`src/rtl/nano_risc_core.sv`:
```
// nano_risc_core: single-cycle 8-bit NanoRisc core.
// Four 8-bit registers, a 16x8 data memory, a zero flag and a registered send port.
// Instructions come from an external asynchronous ROM addressed by the current PC.
// Optional feature macro: NANO_RISC_HALT_EN. When it is defined, opcode 0xF is HALT.
// When it is not defined, 0xF is a NOP and halted is tied low.
module nano_risc_core #(
   parameter logic [7:0] RESET_PC   = 8'h00,
   parameter int         DMEM_DEPTH = 16
) (
   input  logic       clock,
   input  logic       reset_n,
   input  logic [7:0] instr_data,
   output logic [7:0] instr_addr,
   output logic [7:0] out_data,
   output logic       out_valid,
   output logic       zero_flag,
   output logic       halted
);

   localparam int AddrW = $clog2(DMEM_DEPTH);

   typedef enum logic [3:0] {
      OP_ADD  = 4'h0, OP_SUB  = 4'h1, OP_AND  = 4'h2, OP_OR   = 4'h3,
      OP_NOT  = 4'h4, OP_MOV  = 4'h5, OP_LD   = 4'h6, OP_ST   = 4'h7,
      OP_ADDI = 4'h8, OP_SEND = 4'h9, OP_JMP  = 4'hA, OP_BZ   = 4'hB,
      OP_JR   = 4'hC, OP_SHL  = 4'hD, OP_SHR  = 4'hE, OP_HALT = 4'hF
   } opcode_t;

   logic [7:0] pcReg, pcNext;
   logic [7:0] regFile [4];
   logic [7:0] dmem [DMEM_DEPTH];
   logic       zReg, zNext;
   logic [7:0] outDataReg;
   logic       outValidReg;
   logic       isHalted;

   opcode_t    opcode;
   logic [1:0] raIdx, rbIdx;
   logic [7:0] raVal, rbVal, imm2, off4;
   logic [AddrW-1:0] memAddr;

   logic       regWe;
   logic [7:0] regWdata;
   logic       memWe;
   logic       sendEn;

   // Instruction field decode; source operands are the pre-edge register values
   assign opcode  = opcode_t'(instr_data[7:4]);
   assign raIdx   = instr_data[3:2];
   assign rbIdx   = instr_data[1:0];
   assign imm2    = {6'b0, instr_data[1:0]};
   assign off4    = {{4{instr_data[3]}}, instr_data[3:0]};
   assign raVal   = regFile[raIdx];
   assign rbVal   = regFile[rbIdx];
   assign memAddr = rbVal[AddrW-1:0];

`ifdef NANO_RISC_HALT_EN
   logic haltedReg, haltNext;
   assign isHalted = haltedReg;

   // Halt latch: set by HALT, cleared only by reset
   always_ff @(posedge clock) begin
      if (!reset_n) haltedReg <= 1'b0;
      else          haltedReg <= haltNext;
   end
`else
   assign isHalted = 1'b0;
`endif

   // Decode/execute: next PC, register/memory writes, flag update and send request
   always_comb begin
      pcNext   = pcReg + 8'd1;
      regWe    = 1'b0;
      regWdata = 8'h00;
      zNext    = zReg;
      memWe    = 1'b0;
      sendEn   = 1'b0;
`ifdef NANO_RISC_HALT_EN
      haltNext = haltedReg;
`endif
      if (isHalted) begin
         pcNext = pcReg;
      end else begin
         case (opcode)
            OP_ADD:  begin regWe = 1'b1; regWdata = raVal + rbVal;  end
            OP_SUB:  begin regWe = 1'b1; regWdata = raVal - rbVal;  end
            OP_AND:  begin regWe = 1'b1; regWdata = raVal & rbVal;  end
            OP_OR:   begin regWe = 1'b1; regWdata = raVal | rbVal;  end
            OP_NOT:  begin regWe = 1'b1; regWdata = ~rbVal;         end
            OP_MOV:  begin regWe = 1'b1; regWdata = rbVal;          end
            OP_ADDI: begin regWe = 1'b1; regWdata = raVal + imm2;   end
            OP_SHL:  begin regWe = 1'b1; regWdata = raVal << 1;     end
            OP_SHR:  begin regWe = 1'b1; regWdata = raVal >> 1;     end
            OP_LD:   begin regWe = 1'b1; regWdata = dmem[memAddr];  end
            OP_ST:   memWe  = 1'b1;
            OP_SEND: sendEn = 1'b1;
            OP_JMP:  pcNext = pcReg + off4;
            OP_BZ:   if (zReg) pcNext = pcReg + off4;
            OP_JR:   pcNext = raVal;
`ifdef NANO_RISC_HALT_EN
            OP_HALT: begin pcNext = pcReg; haltNext = 1'b1; end
`endif
            default: ;
         endcase
         // Loads write a register but leave Z alone; every other register write is ALU/move
         if (regWe && (opcode != OP_LD)) zNext = (regWdata == 8'h00);
      end
   end

   // PC, flag and send-port registers
   always_ff @(posedge clock) begin
      if (!reset_n) begin
         pcReg       <= RESET_PC;
         zReg        <= 1'b0;
         outDataReg  <= 8'h00;
         outValidReg <= 1'b0;
      end else begin
         pcReg       <= pcNext;
         zReg        <= zNext;
         outValidReg <= sendEn;
         if (sendEn) outDataReg <= raVal;
      end
   end

   // Register file and data memory; both are cleared on reset so they live in flops
   always_ff @(posedge clock) begin
      if (!reset_n) begin
         for (int i = 0; i < 4; i++) regFile[i] <= 8'h00;
         for (int i = 0; i < DMEM_DEPTH; i++) dmem[i] <= 8'h00;
      end else begin
         if (regWe) regFile[raIdx] <= regWdata;
         if (memWe) dmem[memAddr] <= raVal;
      end
   end

   assign instr_addr = pcReg;
   assign out_data   = outDataReg;
   assign out_valid  = outValidReg;
   assign zero_flag  = zReg;
`ifdef NANO_RISC_HALT_EN
   assign halted     = haltedReg;
`else
   assign halted     = 1'b0;
`endif

endmodule

```
`config.mk`:
```
export PLATFORM = sky130hd
export DESIGN_NAME = nano_risc_core
export DESIGN_NICKNAME = d
export VERILOG_FILES = /design/src/rtl/nano_risc_core.sv
export SDC_FILE = /design/constraint.sdc
export NUM_CORES = 1
export LEC_CHECK = 0
export BUFFER_PORTS_ARGS = -buffer_cell sky130_fd_sc_hd__buf_2
export CORE_MARGIN = 2
export CORE_UTILIZATION = 33
export CTS_CLUSTER_DIAMETER = 150
export DETAILED_ROUTE_END_ITERATION = 8
export SKIP_LAST_GASP = 1
export SLEW_MARGIN = 20
export SYNTH_ARGS = -nofsm -noshare
export SYNTH_HDL_FRONTEND = slang
export SYNTH_SLANG_ARGS = --single-unit
```
`constraint.sdc`:
```
create_clock -name clock -period 4 [get_ports clock]
set_input_delay 0.2 -clock clock [delete_from_list [all_inputs] [get_ports clock]]
set_output_delay 0.2 -clock clock [all_outputs]
set_load 0.1 [all_outputs]
```
==> results.toml <==
[cts]
tritoncts = "yes"
clk_latency_ps = 440
clock_sinks = 178
clk_pin_slew_ps = 70
cts_setup_buffers = 0
clockBufferDepth = 2
cts-root-buf = "clkbuf_16"
ctsHoldBuffers = 0
h-tree-depth = 4
post_cts_resized = 0
cts_buffers = 17

[place]
dp_hpwl_um = 17200
placed_cells = 1215
port_buffers = 27
gp_congestion = 0.937

[yosys]
yosys.area.top_type = "edfxtp_1"
ys_seq_elements = 178
synthMuxAreaShare_pct = 12.9
ys_types = 73
seq_area_frac_synth_pct = 54.1
syn_area_per_cell_um2 = 11.6
synth_area_mm2 = 0.00954
netlist_top_cells_count = "194 x nor2_1, 160 x edfxtp_1, 50 x nand2_1"
synth_top_family_by_area = "simple AND/OR/NAND/NOR gates"
yosys.area_share.adder_pct = 3.25
yosys_warnings = 0
synth-main-ff-cell = "edfxtp_1"
synth_enable_flop_cells = 160
yosysMostFrequentCell = "nor2_1"
synthTopCellsByArea = "edfxtp_1 50%, nor2_1 7.6%, mux4_2 4.2%"
syn_nets = 855
synthSimpleGateAreaFrac_pct = 15.1
synthXorXnorAreaFrac_pct = 2.20
async_flop_share_pct = 0
netlist.area_leader.share_pct = 50.4
synth_compound_area_share_pct = 8.89
postSynthCellCount = 823

[routing]
routed_wl_um = 25500
met1_length_um = 11300
drt_pass1_iterations = 5
first_iter_violations = 584
dr.max_layer_used = "met4"
wl_met3_um = 1590
wl_met2_um = 12000
avgViaCountPerCell = 5.33
vias = 6646
routedWlPerCell_um = 20.4
drc = 0
ant_nets = 0

[die]
die_w_um = 174
core_area_mm2 = 0.0285
fp.dieH_um = 174
ios = 29
dieArea_mm2 = 0.0303
start_util_pct = 33.4
fp-row-count = 62

[global_route]
grt_max_degree = 54
grt_usage_pct = 17.1
grt_pass1_vias = 6629
grt_pass1_wl_um = 39300
antenna_found_initial = 0
gr-total-overflow = 0

[status]
status = "complete, no violations"

[critical_path]
required_ps = 4180
cp_cell_sequence = "mux4_2 -> inv_1 -> ha_1 -> a221o_1 -> ha_1 -> a21o_1 -> a21oi_1 -> o21ai_0 -> a21o_1 -> a21oi_1 -> xnor2_1 -> a221o_1 -> nor2b_1"
critical_path.max_fanout = 5
startpoint_type = "flip-flop"
rr_worst_depth = 13
crit_path_end_kind = "flip-flop"
cpPeakStageDelay_ps = 520
crit_type = "reg -> reg"
arrival_ps = 3920
cp_slowest_cell = "mux4_2"

[power_and_ir_drop]
leakagePower_nw = 4.09
peakVddDrop_mv = 0.292
power-per-cell-area_mw_per_mm2 = 434

[timing]
fmax_ghz = 0.268
slew-limit-headroom_pct = 33.7
final.min_clock_period_ps = 3740
worstMarginPinSlew_ps = 988
slew_violations = 0
hold_viol = 0
grt_setup_unrepaired = "false"
setup_viol = 0
period_share_pct = 93.4
fin_skew_ps = 12.9
finalSetupTns_ps = 0

[cells_and_area]
drive_gt1_share_pct = 16.0
num_antenna_cells = 0
syn_to_final_growth_pct = 12.5
nNetsFinal = 882
instances_no_fill = 1247

[job]
max-cap-violations = 0

[worst_hold_path]
whs_path_depth = 3
hold_class = "in -> reg"
registers in the layout, indices dropped and copies added, names as in the netlist:
| name | cells |
|---|---|
| instr_addr | 8 |
| out_data | 8 |
| regFile | 32 |
| dmem | 128 |
| zero_flag | 1 |
| out_valid | 1 |
final timing paths:
path	slack (ps)	endpoint	startpoint
worst min-delay path	130	instr_addr[7]	instr_data[4]
worst max-delay path	260	regFile[0][7]	regFile[2][0]
worst max register to register	260	regFile[0][7]	regFile[2][0]
worst min register to register	490	out_data[4]	out_data[4]
worst max-delay path: cells and delay by family, from the launching register on:
family | cells | cell delay (ps)
compound gates | 7 | 1690
mux | 1 | 520
fa+ha+maj | 2 | 510
flops | 1 | 390
simple gates | 1 | 160
buf+inv | 1 | 130
xor+xnor | 1 | 80
cell usage in the layout (no fill, tap or decap), types with 10 or more instances in the layout:
cell	n
nor2_1	194
edfxtp_1	160
nand2_1	50
mux2i_1	38
a21oi_1	34
buf_4	34
buf_2	27
nand3_1	23
ha_1	20
mux4_2	18
dfxtp_1	18
clkbuf_16	17
xnor2_1	15
nor3_1	15
inv_1	12
mux4_1	12
nor2b_1	12
o21ai_0	11
nand2b_1	10
metal layers:
layer  vias up  global-route usage [%]
met5         -                       0
met4         0                    5.22
met3        32                    3.32
met2       245                    27.7
met1      3291                    23.2
li1       3078                       -
stage by stage:
step / util [%] / hold slack [ps] / cell area (um^2) / setup slack, ps / total power, W
after floorplan: - / 494 / 9540 / 66.8 / 0.00277
after global placement: 35.6 / 461 / 10200 / 169 / 0.00301
after detailed placement: 35.6 / 469 / 10200 / 185 / 0.00301
after CTS: 37.6 / 120 / 10700 / 277 / 0.00467
after global routing: 37.6 / 149 / 10700 / 51.5 / 0.00481
final: 37.6 / 128 / 10700 / 263 / 0.00465
layout make-up:
class	count	area [um^2]
Fill cell	2773	17800
Sequential cell	178	5160
Tap cell	384	480
Clock inverter	14	149
Clock buffer	18	429
Inverter	13	48.8
Timing Repair Buffer	62	410
Multi-Input combinational cell	578	4050
report_power, final:
group | total [W] | switching (W) | internal (W) | leakage (nW)
clock | 0.00167 | 0.000794 | 0.000880 | 0.280
combinational | 0.000843 | 0.000556 | 0.000287 | 2.01
sequential | 0.00214 | 0.0000368 | 0.00210 | 1.80
total | 0.00465 | 0.00139 | 0.00327 | 4.09
logic make-up after synthesis:
group / count (synthesis)
AND/OR/NAND/NOR: 333
other: 1
adder cells (fa/ha/maj): 24
multiplexers: 79
flip-flops: 178
AO/OA/AOI/OAI: 117
buffers and inverters: 67
XOR/XNOR: 24
Note: power is estimated with default switching activity, not from simulation.
